$ cat src/rtl/ibus_rr_arb_pkg.sv
// Shared types and helpers for the instruction-bus round-robin arbiter.
package ibus_rr_arb_pkg;

  typedef enum logic {
    ST_IDLE = 1'b0,
    ST_BUSY = 1'b1
  } arb_state_e;

  // Bits needed to hold 0..max_val, never less than one bit.
  function automatic int unsigned cnt_width(input int unsigned max_val);
    int unsigned w;
    w = $clog2(max_val + 1);
    return (w < 1) ? 1 : w;
  endfunction

endpackage

$ cat src/rtl/ibus_rr_arb_rr_pick.sv
// Rotating-priority picker: first requester at index >= ptr, wrapping mod N.
module ibus_rr_arb_rr_pick #(
  parameter int N  = 4,
  parameter int PW = 2
) (
  input  logic [N-1:0]  req_i,
  input  logic [PW-1:0] ptr_i,
  output logic [N-1:0]  gnt_o,
  output logic [PW-1:0] idx_o,
  output logic          any_o
);

  // Walk the ring starting at ptr and take the first active request.
  always_comb begin
    gnt_o = '0;
    idx_o = '0;
    any_o = 1'b0;
    for (int k = 0; k < N; k++) begin
      int j;
      j = int'(ptr_i) + k;
      if (j >= N) j = j - N;
      if (!any_o && req_i[j]) begin
        any_o    = 1'b1;
        gnt_o[j] = 1'b1;
        idx_o    = PW'(j);
      end
    end
  end

endmodule

$ cat src/rtl/ibus_rr_arb.sv
// N-port round-robin read arbiter in front of a single read-only Wishbone slave.
// A grant is held for one whole slave cycle; priority rotates past the served
// master whether the cycle ended by ack, master abort or watchdog error.
//
// state | meaning
// IDLE  | no slave cycle; picks the next requester from ptr
// BUSY  | grant held, x_cyc follows the granted master's m_cyc
module ibus_rr_arb
  import ibus_rr_arb_pkg::*;
#(
  parameter int          N       = 4,
  parameter int          AW      = 32,
  parameter int          DW      = 32,
  parameter int unsigned TIMEOUT = 255
) (
  input  logic            wb_clk,
  input  logic            wb_rst_n,
  input  logic [N-1:0]    m_cyc,
  input  logic [N*AW-1:0] m_adr,
  output logic [N-1:0]    m_ack,
  output logic [N-1:0]    m_err,
  output logic [DW-1:0]   m_rdt,
  output logic            x_cyc,
  output logic [AW-1:0]   x_adr,
  input  logic            x_ack,
  input  logic [DW-1:0]   x_rdt,
  output logic [N-1:0]    grant,
  output logic            busy
);

  localparam int PW = $clog2(N);
  localparam int WW = cnt_width(TIMEOUT);
  // Last count before the watchdog fires; only meaningful when TIMEOUT > 0.
  localparam logic [WW-1:0] WDOG_LAST = WW'((TIMEOUT > 0) ? TIMEOUT - 1 : 0);
  localparam logic [WW-1:0] WDOG_MAX  = WW'(TIMEOUT);

  arb_state_e    state_q;
  logic [N-1:0]  grant_q;
  logic [PW-1:0] gidx_q;
  logic [PW-1:0] ptr_q;
  logic [WW-1:0] wdog_q;
  logic [N-1:0]  err_q;

  logic [N-1:0]  pick_gnt;
  logic [PW-1:0] pick_idx;
  logic          pick_any;

  logic          in_busy;
  logic          ack_hit;
  logic          wdog_fire;
  logic [PW-1:0] ptr_nxt;

  ibus_rr_arb_rr_pick #(
    .N  (N),
    .PW (PW)
  ) u_pick (
    .req_i (m_cyc),
    .ptr_i (ptr_q),
    .gnt_o (pick_gnt),
    .idx_o (pick_idx),
    .any_o (pick_any)
  );

  // Slave-side muxing and zero-latency ack return, all from the registered grant.
  always_comb begin
    in_busy   = (state_q == ST_BUSY);
    x_cyc     = in_busy & m_cyc[gidx_q];
    x_adr     = in_busy ? m_adr[gidx_q*AW +: AW] : '0;
    ack_hit   = x_cyc & x_ack;
    m_ack     = ack_hit ? grant_q : '0;
    m_err     = err_q;
    m_rdt     = x_rdt;
    grant     = grant_q;
    busy      = x_cyc;
    wdog_fire = (TIMEOUT != 0) && x_cyc && !x_ack && (wdog_q == WDOG_LAST);
    ptr_nxt   = (gidx_q == PW'(N - 1)) ? '0 : gidx_q + 1'b1;
  end

  // Arbitration FSM with grant, pointer, watchdog and error-pulse registers.
  always_ff @(posedge wb_clk or negedge wb_rst_n) begin
    if (!wb_rst_n) begin
      state_q <= ST_IDLE;
      grant_q <= '0;
      gidx_q  <= '0;
      ptr_q   <= '0;
      wdog_q  <= '0;
      err_q   <= '0;
    end else begin
      err_q <= '0;
      case (state_q)
        ST_IDLE: begin
          if (pick_any) begin
            grant_q <= pick_gnt;
            gidx_q  <= pick_idx;
            wdog_q  <= '0;
            state_q <= ST_BUSY;
          end
        end
        ST_BUSY: begin
          // Ack, master abort (x_cyc low) and timeout all close the cycle the
          // same way; ack has precedence because wdog_fire excludes x_ack.
          if (!x_cyc || ack_hit || wdog_fire) begin
            if (wdog_fire) err_q <= grant_q;
            grant_q <= '0;
            ptr_q   <= ptr_nxt;
            wdog_q  <= '0;
            state_q <= ST_IDLE;
          end else if (wdog_q != WDOG_MAX) begin
            wdog_q <= wdog_q + 1'b1;
          end
        end
        default: begin
          grant_q <= '0;
          wdog_q  <= '0;
          state_q <= ST_IDLE;
        end
      endcase
    end
  end

endmodule

$ cat config.mk
export PLATFORM = sky130hd
export DESIGN_NAME = ibus_rr_arb
export DESIGN_NICKNAME = d
export VERILOG_FILES = /design/src/rtl/ibus_rr_arb_pkg.sv /design/src/rtl/ibus_rr_arb_rr_pick.sv /design/src/rtl/ibus_rr_arb.sv
export SDC_FILE = /design/constraint.sdc
export NUM_CORES = 1
export LEC_CHECK = 0
export CAP_MARGIN = 0
export CORE_AREA = 2 2 95 97
export CTS_BUF_LIST = sky130_fd_sc_hd__clkbuf_4 sky130_fd_sc_hd__clkbuf_8 sky130_fd_sc_hd__clkbuf_16
export CTS_CLUSTER_DIAMETER = 30
export DETAILED_ROUTE_END_ITERATION = 8
export DIE_AREA = 0 0 97 99
export PLACE_DENSITY = 0.83
export REMOVE_ABC_BUFFERS = 1
export SLEW_MARGIN = 20
export SYNTH_ARGS = -nofsm -noshare
export SYNTH_HDL_FRONTEND = slang
export SYNTH_SLANG_ARGS = --single-unit
$ cat constraint.sdc
create_clock -name wb_clk -period 5.8 [get_ports wb_clk]
set_input_delay 1.16 -clock wb_clk [delete_from_list [all_inputs] [get_ports wb_clk]]
set_output_delay 1.16 -clock wb_clk [all_outputs]
set_load 0.05 [all_outputs]
==> results.md, run 1 <==
## Run status
- **outcome** complete, no violations

## Worst setup path
- **most repeated library cell on the critical path** sky130_fd_sc_hd__clkdlybuf4s50_1
- **worst-case reg-to-reg path depth** 7
- **maximum fanout along the worst path** 14
- **sort of element at the start of the critical path** input pin
- **cell-by-cell listing of the critical path** clkdlybuf4s50_1 -> mux4_2 -> and3_1 -> and2_1 -> clkdlybuf4s50_1
- **end of the worst register-to-register path** grant[2]
- **reg-to-reg critical path startpoint** ptr_q[0]
- **crit-path max cell delay** 0.70 ns
- **critical path required time** 4.64 ns
- **setup slack on the worst flop-to-flop path** 2.60 ns
- **nature of the critical path endpoint** output pin
- **Worst Path Class, Setup** in -> out
- **Crit path arrival time** 3.54 ns
- **CP max-delay cell** sky130_fd_sc_hd__clkdlybuf4s50_1

## Cells and area
- **fraction of final layout cells with drive strength greater than 1** 0.133
- **synthesis-to-layout area growth** 60.2%
- **Cell Count, Final, Fillers Out** 506
- **Post-layout nets** 573
- **number of diodes added for antenna fixing** 0
- **number of filler instances in the final layout** 756

## Global routing
- **initial antenna violation count** 0
- **largest net degree at the start of global routing** 41
- **number of global-route vias before repair** 2809
- **remaining global-route overflow** 0
- **Global Route Usage Sum** 0.218
- **first-pass GRT wire length** 16300 um

## Clock network
- **later-pin clock latency in the skew report** 0.26 ns
- **cell chosen for the clock root** sky130_fd_sc_hd__clkbuf_8
- **number of setup buffers added after CTS** 0
- **cts-stage hold buffer count** 0
- **CTS Buf Count** 3
- **clock tree from TritonCTS** done
- **Num Clock Sinks** 21
- **# resized after CTS** 0
- **number of H-tree levels** 1
- **largest buffer count on any clock path** 2
- **post-CTS clock slew at the launch and capture registers of the worst setup and hold paths** 0.08 ns

## Routing
- **total routed wirelength** 10500 um
- **met3 wire length** 937 um
- **DRT iter0 DRCs** 76
- **uppermost signal routing layer after detailed routing** met4
- **detail-routed via count per cell** 5.34
- **DR WL met2** 5410 um
- **routed via count** 2703
- **post-route ant nets** 0
- **DRC violations left** 0
- **number of detailed-routing iterations run before antenna repair** 4
- **met1 wire length** 3400 um
- **average detailed-routed wire length per instance** 20.8 um

## Timing
- **clock skew after layout** 0.00380 ns
- **unrepaired setup endpoints after global routing** no
- **Max-slew headroom** 0.312
- **Hold Fails Final Rpt** 0
- **Max Transition Viols Final** 0
- **post-route setup slack** 1.10 ns
- **Setup violations, final** 0
- **maximum clock rate** 213 MHz
- **setup TNS** 0 ns
- **final critical-path required period** 4.70 ns
- **Worst Tran Pin Value** 1.03 ns
- **ratio of final minimum period to clock period** 0.810

## Floorplan
- **area of the core** 8550 sq um
- **Starting Density** 0.321
- **die outline height** 99 um
- **DIE AREA** 9600 sq um
- **Horiz. Die Dim** 97 um
- **number of core rows** 34
- **I/O Pins** 245

## Logic synthesis
- **most frequently used flop master after synthesis** sky130_fd_sc_hd__dfrtp_1
- **synthesized flop and latch total** 21
- **warnings from Yosys** 0
- **share of synthesized flip-flops with an asynchronous set or reset** 1.00
- **Seq/Total Area, Yosys** 0.191
- **leading area contributor after synthesis** sky130_fd_sc_hd__mux4_2
- **post-synth cell types** 45
- **post-synthesis instance area** 2750 sq um
- **EDFF count, synth** 0
- **cell count after synthesis** 265
- **mean instance size in the synthesized netlist** 10.4 sq um
- **ranking of synthesized cells by area** sky130_fd_sc_hd__mux4_2 30%, sky130_fd_sc_hd__dfrtp_1 19%, sky130_fd_sc_hd__and2_1 9.3%
- **share of Yosys cell area claimed by the top area cell type** 0.303

## Pwr
- **power per unit of standard cell area** 468 nW/um^2
- **maximum resistive drop on vdd** 276 uV
- **overall power** 2.06 mW
- **leakage** 1.69 nW

## Flow run
- **max-cap violation count** 0

## Placed design
- **count of input and output buffers** 180
- **pre-CTS WS** 1.13 ns
- **Final HPWL DP** 8850 um
- **Placer Congestion** 0.959
- **total instance count after detailed placement** 502

## Min path
- **hold path cells** 1
- **Worst Hold Endpoint** m_err[2]
- **start point of the worst min-delay path** grant[2]
- **min-delay worst type** reg -> reg

-- cell usage after synthesis, drive strengths merged, types with 7 or more instances --
| library cell | count |
|---|---|
| and2 | 42 |
| buf | 42 |
| mux4 | 37 |
| dfrtp | 21 |
| clkbuf | 11 |
| nor2 | 10 |
| and3 | 9 |
| nand2 | 9 |
| a221o | 8 |
| a21oi | 7 |
| ha | 7 |
| nand2b | 7 |
-- power breakdown --
group          total, mW  internal, mW  switching [mW]
registers          0.297         0.178           0.120
logic               1.67         0.748           0.917
clock network     0.0950        0.0478          0.0472
-- stage by stage --
stage | utilization | hold slack (ns) | area (sq um)
floorplan | - | 0.498 | 2400
finish | 0.514 | 0.551 | 4400
global placement | 0.509 | 0.522 | 4350
detailed placement | 0.509 | 0.535 | 4350
CTS | 0.514 | 0.552 | 4400
global route | 0.514 | 0.572 | 4400
-- cells by family after synthesis --
kind of cell	count (synthesis)	synth area share
flip-flops	21	0.191
adder cells (fa/ha/maj)	7	0.0319
XOR/XNOR	1	0.00319
AND/OR/NAND/NOR	101	0.218
AO/OA/AOI/OAI	36	0.0979
buffers and inverters	57	0.132
multiplexers	42	0.326
-- critical path: cells and delay by family --
kind | cells | cell delay (ns)
buffers and inverters | 2 | 1.32
AND/OR/NAND/NOR | 2 | 0.43
multiplexers | 1 | 0.62
-- cells in the final DEF, fill, tap and decap left out, types with 6 or more instances in the layout --
cell	count
sky130_fd_sc_hd__a21oi_1	7
sky130_fd_sc_hd__dfrtp_1	20
sky130_fd_sc_hd__ha_1	7
sky130_fd_sc_hd__nand2b_1	6
sky130_fd_sc_hd__and3_1	8
sky130_fd_sc_hd__mux4_2	37
sky130_fd_sc_hd__nor2_1	10
sky130_fd_sc_hd__a221o_1	8
sky130_fd_sc_hd__clkdlybuf4s50_1	180
sky130_fd_sc_hd__nand2_1	9
sky130_fd_sc_hd__and2_1	41
-- layer usage --
metal,global-route usage,vias to the layer above
li1,-,1232
met1,0.219,1310
met2,0.402,125
met3,0.0589,36
met4,0.134,0
met5,0,-
-- registers in the layout, indices dropped and copies added (netlist names) --
name and count:
m_err 4, gidx_q 2, ptr_q 2, grant 4, in_busy 1, wdog_q 8
-- worst max-delay path by stage --
stage / cells past startpoint / from / end / slack, ns
after floorplan: 2 / gidx_q[0] / busy / 1.90
after global placement: 5 / m_cyc[2] / m_ack[1] / 1.20
after detailed placement: 5 / m_cyc[2] / m_ack[1] / 1.13
after CTS: 5 / m_cyc[2] / m_ack[1] / 1.13
after global routing: 5 / m_cyc[2] / m_ack[1] / 1.05
final: 5 / m_cyc[2] / m_ack[1] / 1.10
-- layout make-up --
cell class | count | area (sq um) | area share
multi-input combinational | 187 | 1860 | 0.423
sequential | 21 | 527 | 0.120
tap | 108 | 135 | 0.0307
clock buffer | 3 | 41.3 | 0.00939
inverter | 4 | 15.0 | 0.00341
clock inverter | 1 | 5.00 | 0.00114
timing repair buffer | 182 | 1820 | 0.413
No activity file was read; power rests on OpenSTA's default activity.
==> run 2, diff against run 1 <==
Settings changed: CORE_AREA 2 2 95 97 to not set, CORE_ASPECT_RATIO set to 0.8, CORE_UTILIZATION set to 29, DIE_AREA 0 0 97 99 to not set, PLACE_DENSITY 0.83 to 0.79.
Clock period 5.8 ns to 4.2 ns, I/O delays scaled along.
==> run 2 against run 1 <==
  * Non-clock buffer count rose by 6
  * First-iteration DRC count rose to 3.2 times the previous value
  * Via count rose by 4.6%
  * Die area rose by 2.7%
  * Clock-buffer cell count rose by 1
  * Routed wire length rose by 45%
  * Clock power rose by 120%
  * Total power rose by 46%
  * Register-to-register slack got worse by 1.6 ns
  * Global-route usage rose by 8.6 points
==> results.md, run 2 (same netlist as run 1, synthesis figures left out) <==
## Worst setup path
- **CP max-delay cell** sky130_fd_sc_hd__clkdlybuf4s50_1
- **kind of cell with the highest combined delay on the critical path** buffers and inverters
- **Crit path arrival time** 2.94 ns
- **number of buffer and inverter instances along the worst setup path** 2
- **critical path required time** 3.36 ns
- **WP depth** 5
- **setup slack on the worst flop-to-flop path** 1.02 ns
- **cell-by-cell listing of the critical path** clkdlybuf4s50_1 -> mux4_2 -> and3_1 -> and2_1 -> clkdlybuf4s50_1
- **Worst Path Class, Setup** in -> out
- **reg-to-reg critical path startpoint** ptr_q[0]
- **nature of the critical path endpoint** output pin
- **end of the worst register-to-register path** wdog_q[1]
- **Critical Path End** m_ack[1]
- **source of the critical timing path** m_cyc[0]
- **maximum fanout along the worst path** 6
- **most repeated library cell on the critical path** sky130_fd_sc_hd__clkdlybuf4s50_1
- **crit-path max cell delay** 0.70 ns
- **worst-case reg-to-reg path depth** 7
- **sort of element at the start of the critical path** input pin

## Cells and area
- **flip-flop count of the largest register after layout** 8
- **most common cell after layout, fill and taps aside** sky130_fd_sc_hd__clkdlybuf4s50_1
- **post-route design area** 4520 sq um
- **Multi-input gate area** 1860 sq um
- **register cell area after layout** 527 sq um
- **top library cells by usage in the layout, fill and taps aside** 180 x sky130_fd_sc_hd__clkdlybuf4s50_1, 41 x sky130_fd_sc_hd__and2_1, 37 x sky130_fd_sc_hd__mux4_2
- **largest register by flop count** wdog_q
- **number of filler instances in the final layout** 836
- **fraction of final layout cells with drive strength greater than 1** 0.146
- **final core utilization** 0.496
- **synthesis-to-layout area growth** 64.5%
- **Post-layout nets** 579

## Timing
- **final critical-path required period** 3.78 ns
- **Max Transition Viols Final** 0
- **ratio of final minimum period to clock period** 0.900
- **Worst Tran Pin Value** 0.919 ns
- **maximum clock rate** 265 MHz
- **unrepaired setup endpoints after global routing** no
- **Hold Fails Final Rpt** 0
- **post-route setup slack** 0.421 ns
- **setup TNS** 0 ns
- **Setup violations, final** 0
- **clock skew after layout** 0.00206 ns
- **Max-slew headroom** 0.385

## Floorplan
- **die outline height** 89.0 um
- **Horiz. Die Dim** 111 um
- **number of core rows** 31
- **DIE AREA** 9870 sq um
- **area of the core** 9110 sq um
- **I/O Pins** 245
- **Starting Density** 0.301

## Routing
- **met3 wire length** 2930 um
- **uppermost signal routing layer after detailed routing** met4
- **DRT iter0 DRCs** 244
- **post-route ant nets** 0
- **met1 wire length** 4000 um
- **routed via count** 2828
- **DR WL met2** 7440 um
- **number of detailed-routing iterations run before antenna repair** 4
- **DRC violations left** 0
- **average detailed-routed wire length per instance** 29.3 um
- **detail-routed via count per cell** 5.44
- **total routed wirelength** 15200 um

## Clock network
- **clock tree from TritonCTS** done
- **number of setup buffers added after CTS** 0
- **Num Clock Sinks** 21
- **CTS Buf Count** 3
- **number of H-tree levels** 1
- **cell chosen for the clock root** sky130_fd_sc_hd__clkbuf_16
- **# resized after CTS** 0
- **largest buffer count on any clock path** 2
- **later-pin clock latency in the skew report** 0.26 ns
- **post-CTS clock slew at the launch and capture registers of the worst setup and hold paths** 0.06 ns
- **cts-stage hold buffer count** 0

## Placed design
- **pre-CTS WS** 0.439 ns
- **Final HPWL DP** 13500 um
- **Placer Congestion** 0.908
- **count of input and output buffers** 180
- **placed instance area** 4420 sq um

## Global routing
- **remaining global-route overflow** 0
- **largest net degree at the start of global routing** 27
- **number of global-route vias before repair** 2773
- **initial antenna violation count** 1
- **first-pass GRT wire length** 20700 um
- **Global Route Usage Sum** 0.304

## Run status
- **outcome** complete, no violations

## Pwr
- **power per unit of standard cell area** 664 nW/um^2
- **leakage** 1.74 nW
- **overall power** 3.00 mW
- **maximum resistive drop on vdd** 430 uV

## Flow run
- **max-cap violation count** 0

## Min path
- **min-delay worst type** reg -> reg

[run 2: stage by stage]
| step | hold WS, ns | cells |
|---|---|---|
| 2_1_floorplan | 0.498 | 212 |
| 3_5_place_dp | 0.541 | 514 |
| 5_1_grt | 0.588 | 520 |
| 6_report | 0.556 | 520 |
| 3_3_place_gp | 0.525 | 514 |
| 4_1_cts | 0.554 | 518 |
[run 2: layer usage]
layer / track usage / vias to the layer above
met5: 0 / -
met4: 0.155 / 0
met3: 0.274 / 34
met2: 0.535 / 208
met1: 0.229 / 1337
li1: - / 1249
[run 2: where the power goes]
part | total (mW) | switching [mW] | internal, mW
combinational | 2.39 | 1.32 | 1.07
sequential | 0.401 | 0.155 | 0.246
clock | 0.210 | 0.0740 | 0.136
[run 2: area by class of cell]
class                   instances  area share
flip-flops and latches         21       0.117
well taps                     115      0.0319
multi-input cells             187       0.412
inverters                       4     0.00332
diodes                          1    0.000554
repair buffers                188       0.418
clock buffers                   4      0.0183
[run 2: how the worst min path moves through the flow]
stage / depth (start not counted) / slack, ns / to / from
after floorplan: 1 / 0.50 / wdog_q[5] / wdog_q[5]
final: 1 / 0.56 / wdog_q[7] / wdog_q[7]
after global routing: 1 / 0.59 / wdog_q[6] / wdog_q[6]
after detailed placement: 1 / 0.54 / wdog_q[7] / wdog_q[7]
after CTS: 1 / 0.55 / wdog_q[7] / wdog_q[7]
after global placement: 1 / 0.52 / wdog_q[7] / wdog_q[7]
[run 2: worst register-to-register path, cell delays in order, from the launching register on]
cell                      delay, ns
sky130_fd_sc_hd__dfrtp_1       0.72
sky130_fd_sc_hd__inv_1         0.18
sky130_fd_sc_hd__ha_1          0.57
sky130_fd_sc_hd__mux2_4        0.33
sky130_fd_sc_hd__or3_1         0.36
sky130_fd_sc_hd__a311o_1       0.40
sky130_fd_sc_hd__and2_4        0.22
sky130_fd_sc_hd__mux2_4        0.29
